### src/rtl/sel_encode_seq.sv
// Register-file select/encode unit: latches the IR, decodes Ra/Rb/Rc into one-hot
// read/write enables, and runs a small Rb -> Rc/imm -> ALU wait -> Ra operand sequencer.
module sel_encode_seq #(
  parameter int DATA_W     = 32,
  parameter int REG_COUNT  = 16,
  parameter int REG_ADDR_W = 4,
  parameter int RA_LSB     = 23,
  parameter int RB_LSB     = 19,
  parameter int RC_LSB     = 15,
  parameter int IMM_W      = 19
) (
  input  logic                 clock,
  input  logic                 reset_n,
  input  logic [DATA_W-1:0]    ir,
  input  logic                 ir_load,
  input  logic                 gra,
  input  logic                 grb,
  input  logic                 grc,
  input  logic                 rin,
  input  logic                 rout,
  input  logic                 ba_out,
  input  logic                 seq_start,
  input  logic                 seq_imm,
  input  logic                 alu_done,
  output logic [REG_COUNT-1:0] rin_arr,
  output logic [REG_COUNT-1:0] rout_arr,
  output logic                 bus_zero,
  output logic                 c_out,
  output logic [DATA_W-1:0]    c_sign_ext,
  output logic                 seq_busy,
  output logic                 seq_done
);

  localparam logic [2:0] S_IDLE = 3'd0;
  localparam logic [2:0] S_RD_B = 3'd1;
  localparam logic [2:0] S_RD_C = 3'd2;
  localparam logic [2:0] S_WAIT = 3'd3;
  localparam logic [2:0] S_WR_A = 3'd4;

  logic [2:0]            r_state;
  logic [2:0]            w_next;
  logic [DATA_W-1:0]     r_ir;
  logic                  r_imm;
  logic                  r_done;
  logic [REG_ADDR_W-1:0] w_ra;
  logic [REG_ADDR_W-1:0] w_rb;
  logic [REG_ADDR_W-1:0] w_rc;
  logic [REG_ADDR_W-1:0] w_sel;
  logic                  w_sel_vld;
  logic                  w_bz;

  // Field values at or above REG_COUNT never match, so they assert no enable.
  function automatic logic [REG_COUNT-1:0] onehot(input logic [REG_ADDR_W-1:0] f,
                                                  input logic en);
    logic [REG_COUNT-1:0] v;
    v = '0;
    for (int i = 0; i < REG_COUNT; i++) begin
      if (en && (f == REG_ADDR_W'(i))) v[i] = 1'b1;
    end
    return v;
  endfunction

  assign w_ra       = r_ir[RA_LSB +: REG_ADDR_W];
  assign w_rb       = r_ir[RB_LSB +: REG_ADDR_W];
  assign w_rc       = r_ir[RC_LSB +: REG_ADDR_W];
  assign c_sign_ext = {{(DATA_W-IMM_W){r_ir[IMM_W-1]}}, r_ir[IMM_W-1:0]};
  assign seq_busy   = (r_state != S_IDLE);
  assign seq_done   = r_done;

  always_comb begin
    w_next = r_state;
    case (r_state)
      S_IDLE:  if (seq_start) w_next = S_RD_B; else w_next = S_IDLE;
      S_RD_B:  w_next = S_RD_C;
      S_RD_C:  w_next = S_WAIT;
      S_WAIT:  if (alu_done) w_next = S_WR_A; else w_next = S_WAIT;
      S_WR_A:  w_next = S_IDLE;
      default: w_next = S_IDLE;
    endcase
  end

  // IR is frozen while the sequencer runs; imm selection is captured at start.
  always_ff @(posedge clock or negedge reset_n) begin
    if (!reset_n) begin
      r_state <= S_IDLE;
      r_ir    <= '0;
      r_imm   <= 1'b0;
      r_done  <= 1'b0;
    end else begin
      r_state <= w_next;
      r_done  <= (w_next == S_WR_A);
      if ((r_state == S_IDLE) && ir_load) r_ir <= ir;
      if ((r_state == S_IDLE) && seq_start) r_imm <= seq_imm;
    end
  end

  always_comb begin
    rin_arr   = '0;
    rout_arr  = '0;
    bus_zero  = 1'b0;
    c_out     = 1'b0;
    w_sel     = '0;
    w_sel_vld = 1'b0;
    w_bz      = 1'b0;
    case (r_state)
      S_IDLE: begin
        if (gra) begin
          w_sel = w_ra; w_sel_vld = 1'b1;
        end else if (grb) begin
          w_sel = w_rb; w_sel_vld = 1'b1;
        end else if (grc) begin
          w_sel = w_rc; w_sel_vld = 1'b1;
        end else begin
          w_sel = '0; w_sel_vld = 1'b0;
        end
        // Base-address read of R0 yields a zero bus rather than R0's contents.
        w_bz     = w_sel_vld & ba_out & (w_sel == '0);
        bus_zero = w_bz;
        rin_arr  = onehot(w_sel, w_sel_vld & rin);
        rout_arr = onehot(w_sel, w_sel_vld & (rout | ba_out) & ~w_bz);
      end
      S_RD_B: rout_arr = onehot(w_rb, 1'b1);
      S_RD_C: begin
        if (r_imm) c_out = 1'b1;
        else       rout_arr = onehot(w_rc, 1'b1);
      end
      S_WAIT: rin_arr = '0;
      S_WR_A: rin_arr = onehot(w_ra, 1'b1);
      default: begin
        rin_arr  = '0;
        rout_arr = '0;
      end
    endcase
  end

endmodule

### config.mk
export PLATFORM = sky130hd
export DESIGN_NAME = sel_encode_seq
export DESIGN_NICKNAME = d
export VERILOG_FILES = /design/src/rtl/sel_encode_seq.sv
export SDC_FILE = /design/constraint.sdc
export NUM_CORES = 1
export LEC_CHECK = 0
export CAP_MARGIN = 20
export CORE_MARGIN = 8
export CORE_UTILIZATION = 30
export CTS_BUF_LIST = sky130_fd_sc_hd__clkbuf_8
export DETAILED_ROUTE_END_ITERATION = 8
export HOLD_SLACK_MARGIN = 0.05
export PLACE_DENSITY = 0.72
export REMOVE_ABC_BUFFERS = 1
export SLEW_MARGIN = 20
export SYNTH_ARGS = -nofsm -noshare
export SYNTH_HDL_FRONTEND = slang
export SYNTH_SLANG_ARGS = --single-unit
### constraint.sdc
create_clock -name clock -period 4.1 [get_ports clock]
set_input_delay 0.41 -clock clock [delete_from_list [all_inputs] [get_ports clock]]
set_output_delay 0.41 -clock clock [all_outputs]
set_load 0.02 [all_outputs]
==> results of run 1 <==
## final cells by class
type | instances | share of cell area
Clock buffer | 6 | 0.02532
Tap cell | 102 | 0.03913
Inverter | 7 | 0.008055
Timing Repair Buffer | 107 | 0.3260
Clock inverter | 2 | 0.002301
Sequential cell | 32 | 0.2455
Multi-Input combinational cell | 160 | 0.3537
## cells by family (layout without fill, tap and decap cells)
logic type             count (synthesis)  in the layout  synth area share
AND/OR/NAND/NOR                       74             74            0.2057
AO/OA/AOI/OAI                         62             62            0.1795
buffers and inverters                 51            122            0.1478
flip-flops                            32             32            0.3492
multiplexers                          24             24            0.1178
## stage by stage
step / util / hold slack (ns) / power [mW]
after floorplan: - / 0.1144 / 1.353
after global placement: 0.4191 / 0.4663 / 1.951
after detailed placement: 0.4191 / 0.4737 / 1.980
after CTS: 0.4311 / 0.2115 / 2.231
after global routing: 0.4311 / 0.2581 / 2.348
final: 0.4311 / 0.1905 / 2.202
## cells in the final DEF, fill, tap and decap left out, drive strengths merged, types with 2 or more instances in the layout
cell type	Yosys	layout
nand3	14	14
a32oi	3	3
o22ai	16	16
and4b	2	2
nand3b	5	5
nor3b	5	5
mux2	24	24
clkdlybuf4s50	0	105
and3b	2	2
nor2	5	5
dfrtp	32	32
nor3	6	6
o21ai	15	15
a22o	4	4
nand2	19	19
inv	7	9
and3	2	2
nor2b	4	4
nand4	5	5
a22oi	13	13
a21oi	5	5
clkbuf	4	6
o221ai	3	3
buf	40	2
## registers in the layout, indices dropped and copies added (netlist names)
register  cells
seq_done      1
r_state       3
r_imm         1
r_ir         27
## worst max-delay path, delay by kind of cell
family	cells	cell delay, ns
buffers and inverters	2	1.38
AND/OR/NAND/NOR	1	0.22
AO/OA/AOI/OAI	3	0.72
## layer usage
layer	vias to the layer above	routed length [um]
met3	9	689
met1	997	2743
met5	-	0
met2	106	3368
li1	1016	-
met4	0	79
## where the power goes
group          switching [mW]  internal, mW
logic                   0.691         0.604
clock network           0.107         0.132
registers               0.197         0.472
total                   0.994          1.21
## worst paths after layout
kind	start	end	slack, ns	cells past startpoint
worst max register to register	r_state[0]	r_ir[18]	1.97	4
worst min-delay path	reset_n	r_ir[6]	0.19	1
max in group asynchronous	reset_n	r_ir[12]	3.44	1
worst min register to register	r_ir[4]	r_ir[4]	0.48	1
min in group clock	r_ir[4]	r_ir[4]	0.48	1
worst max-delay path	gra	rout_arr[15]	0.95	6
==> impl_metrics.json, run 1 <==
{
  "ys_types": 41,
  "synth_common_cells": "buf_4, dfrtp_1, mux2_1",
  "synth_warnings": 0,
  "fin_skew_ns": 0.003905,
  "seq_area_sq_um": 800.8,
  "syn_avg_cell_area_sq_um": 9.438,
  "tritoncts": "yes",
  "max_freq_mhz": 317.9,
  "status": "finished clean",
  "dp.cells": 408,
  "design.core.area_sq_um": 7567,
  "worstSetupPathType": "in2out",
  "min_period_ns": 3.146,
  "dieArea_sq_um": 10700,
  "grtUsageTotal": 0.1268,
  "synthArstFlopShare": 1.000,
  "clk_latency_ns": 0.28,
  "cts-hold-fix-buffers": 0,
  "firstDrtPassIters": 4,
  "leakage_nw": 1.202,
  "drt_wl_total_mm": 6.881,
  "grt_max_degree": 33,
  "drt_iter0_drc": 125,
  "synthCells": 243,
  "cp_slowest_cell": "clkdlybuf4s50_1",
  "drtAntennaViolNets": 0,
  "hp-class": "in2async",
  "cts-root-buf": "clkbuf_8",
  "fin_area_sq_um": 3262,
  "grt_pass1_wl_mm": 10.61,
  "syn_area_sq_um": 2293,
  "antennaDiodeCount": 0,
  "syn_to_final_growth_pct": 42.23,
  "drv_cap": 0,
  "die_h_um": 103.4,
  "cts_buffers": 5,
  "timing.final.max_slew_violations": 0,
  "finalSetupViolCount": 0,
  "layout-drive-gt1-share": 0.07006,
  "rsz0062_at_grt": "false",
  "pwr_density_cell_nw_per_um2": 674.9,
  "gr-max-usage-layer": "met2",
  "clock-sinks": 32,
  "drt-vias-per-instance": 5.115,
  "num_rows": 32,
  "fin_tns_setup_ns": 0,
  "critical-path-max-stage-delay_ns": 0.72,
  "pre_cts_ws_ns": 0.9948,
  "synth-edff-count": 0,
  "portBuffers": 106,
  "die_width_um": 103.4,
  "ctsResizeCount": 0,
  "yosysTopAreaCell": "dfrtp_1",
  "setup_ws_ns": 0.9545,
  "vias": 2128,
  "grtUsageMet2": 0.2120,
  "yosysTopAreaCellShare": 0.3492,
  "path_cells": "clkdlybuf4s50_1 -> a21oi_1 -> a22oi_1 -> nand2_1 -> o221ai_1 -> clkdlybuf4s50_1",
  "fin_crit_sh": 0.7672,
  "wl_per_cell_um": 16.54,
  "ys.flop_type": "dfrtp_1",
  "drc": 0,
  "grtUsageMet1": 0.1507,
  "antenna_found_initial": 0,
  "ios": 112,
  "synthTopCellsByArea": "dfrtp_1, buf_4, mux2_1",
  "postPlaceCellArea_sq_um": 3172,
  "worst-path-max-fanout": 13,
  "use_met3": 0.04150,
  "cts_setup_buffers": 0,
  "start_util": 0.3031,
  "cp_common_cell": "clkdlybuf4s50_1",
  "layout.cells.non_filler": 416,
  "finalHoldViolCount": 0,
  "n_fill_cell": 724,
  "grt_pass1_vias": 2070,
  "ir_drop_uv": 272.5,
  "cp-start-kind": "input pin",
  "worstMarginPinSlew_ns": 0.7316,
  "gp_congestion": 0.8629,
  "critPathCaptureType": "output pin",
  "multi_input_area_sq_um": 1154,
  "relSlewSlack": 0.5123,
  "overflow": 0,
  "synth.most_common_cell": "buf_4",
  "cp.required_ns": 3.69,
  "ys_ff_latch": 32,
  "clk_pin_slew_worst_paths_ns": 0.06,
  "arrival_ns": 2.74,
  "cts_buffer_depth": 2,
  "dp_hpwl_mm": 5.507,
  "layout.nets": 357,
  "h-tree-depth": 2,
  "ys_seq_area_frac": 0.3492
}
Power figures use the tool's default switching activity.
==> inputs of run 2 (changes only) <==
==> constraint.sdc (replaced) <==
create_clock -name clock -period 3 [get_ports clock]
set_input_delay 0.3 -clock clock [delete_from_list [all_inputs] [get_ports clock]]
set_output_delay 0.3 -clock clock [all_outputs]
set_load 0.02 [all_outputs]
==> impl_metrics.json, run 2 (synthesized netlist as in run 1, its figures left out) <==
{
  "max_freq_mhz": 349.0,
  "critical-path-max-stage-delay_ns": 0.65,
  "layout.cells.non_filler": 420,
  "dp_hpwl_mm": 5.695,
  "layout.nets": 361,
  "grt_pass1_vias": 2181,
  "drc": 0,
  "portBuffers": 106,
  "wl_met1_mm": 2.737,
  "worstMarginPinSlew_ns": 0.7229,
  "clock-sinks": 32,
  "cts_setup_buffers": 0,
  "status": "finished clean",
  "cts_buffers": 5,
  "ir_drop_uv": 484.8,
  "drv_cap": 0,
  "cp-start-kind": "flop",
  "die_width_um": 103.4,
  "firstDrtPassIters": 4,
  "leakage_nw": 1.308,
  "critPathCaptureType": "output pin",
  "dieArea_sq_um": 10700,
  "wl_per_cell_um": 16.98,
  "drt-vias-per-instance": 5.124,
  "cp.required_ns": 2.70,
  "arrival_ns": 2.57,
  "timing.final.max_slew_violations": 0,
  "dp.cells": 412,
  "ios": 112,
  "antenna_found_initial": 0,
  "hp-class": "in2async",
  "relSlewSlack": 0.5181,
  "fin_crit_sh": 0.9551,
  "die_h_um": 103.4,
  "cp_top_family": "simple AND/OR/NAND/NOR gates",
  "layout-drive-gt1-share": 0.09748,
  "top_layer_used": "met4",
  "syn_to_final_growth_pct": 45.28,
  "grt_max_degree": 33,
  "reg_top3": "r_ir: 27 flops, r_state: 3 flops",
  "grtUsageTotal": 0.1316,
  "largest-register": "r_ir",
  "largest_register_ffs": 27,
  "drtAntennaViolNets": 0,
  "gp_congestion": 0.8533,
  "vias": 2152,
  "worst-path-max-fanout": 11,
  "design.core.area_sq_um": 7567,
  "num_rows": 32,
  "p_total_mw": 3.088,
  "clk_pin_slew_worst_paths_ns": 0.06,
  "fin_skew_ns": 0.003096,
  "worstSetupPathType": "reg2out",
  "overflow": 0,
  "clk_latency_ns": 0.27,
  "drt_iter0_drc": 104,
  "cts-root-buf": "clkbuf_8",
  "finalSetupViolCount": 0,
  "path_cells": "or4b_4 -> nor3b_4 -> a32oi_1 -> o21ai_1 -> clkdlybuf4s50_1",
  "cp_slowest_cell": "clkdlybuf4s50_1",
  "min_period_ns": 2.865,
  "cp_num_buf_inv": 1,
  "cts_buffer_depth": 2,
  "wl_met3_um": 723,
  "wl_met2_mm": 3.507,
  "h-tree-depth": 2,
  "layout_common_cells": "clkdlybuf4s50_1, dfrtp_1, mux2_1",
  "grt_pass1_wl_mm": 11.05,
  "drt_wl_total_mm": 7.133,
  "antennaDiodeCount": 0,
  "final_common_cell": "clkdlybuf4s50_1",
  "start_util": 0.3031,
  "pwr_density_cell_nw_per_um2": 926.8,
  "finalHoldViolCount": 0,
  "tritoncts": "yes"
}
==> run 2: cell count changes in the layout (fill, tap and decap cells not counted), moves of 3 or more <==
| cell | previous run | this run |
|---|---|---|
| dlymetal6s2s_1 | 0 | 5 |
| buf_4 | 1 | 5 |
| clkdlybuf4s50_1 | 105 | 100 |
| a22oi_2 | 0 | 3 |
| a22oi_1 | 13 | 10 |
==> run 2: area by class of cell <==
class / instances / area (sq um)
clock inverter: 2 / 7.507
fill: 710 / 4235
multi-input combinational: 160 / 1180
inverter: 7 / 26.28
tap: 102 / 127.6
clock buffer: 6 / 82.58
timing repair buffer: 111 / 1106
sequential: 32 / 802.0
==> run 2: power breakdown <==
part	switching, mW	internal [mW]	total [mW]	leakage (nW)
combinational	1.02	0.867	1.89	0.872
clock	0.149	0.180	0.329	0.0538
sequential	0.221	0.647	0.867	0.383
==> run 2: timing repair <==
action                                 4_1_cts  5_1_grt
endpoints found under the hold margin        0        0
setup endpoints to repair                    0       25
resized for setup                            0       11
hold buffers                                 0        0
==> run 2: routing by layer <==
metal  track usage  vias up
met5             0        -
met2        0.2234       95
met4       0.04227        0
met1        0.1534     1014
li1              -     1029
met3       0.04150       14
==> run 2: worst reg2reg max path: cells and delay by family (launching register included) <==
| kind | cells | cell delay, ns |
|---|---|---|
| AND/OR/NAND/NOR | 2 | 0.48 |
| buffers and inverters | 1 | 0.26 |
| flip-flops | 1 | 0.49 |
| multiplexers | 1 | 0.36 |
==> run 2: path summary, 6_finish.rpt <==
| kind | from | end | slack (ns) | cells after the start |
|---|---|---|---|---|
| worst max register to register | r_state[0] | r_ir[13] | 1.30 | 4 |
| worst max-delay path | r_state[1] | rout_arr[14] | 0.13 | 5 |
| worst min-delay path | reset_n | r_ir[26] | 0.08 | 1 |
| worst min register to register | r_ir[3] | r_ir[3] | 0.48 | 1 |
| min in group clock | r_ir[3] | r_ir[3] | 0.48 | 1 |
| max in group asynchronous | reset_n | r_state[2] | 2.42 | 1 |
==> run 2: per-stage QoR <==
stage / setup TNS [ns] / setup WS (ns) / instance area (sq um) / util / hold WS (ns)
final: 0 / 0.1346 / 3332 / 0.4403 / 0.07765
after global routing: -0.06014 / -0.03688 / 3332 / 0.4403 / 0.1499
after CTS: 0 / 0.03458 / 3292 / 0.4350 / 0.1048
after detailed placement: 0 / 0.1160 / 3202 / 0.4231 / 0.4087
after global placement: 0 / 0.1481 / 3202 / 0.4231 / 0.4066
after floorplan: -11.43 / -0.5916 / 1981 / - / 0.004409
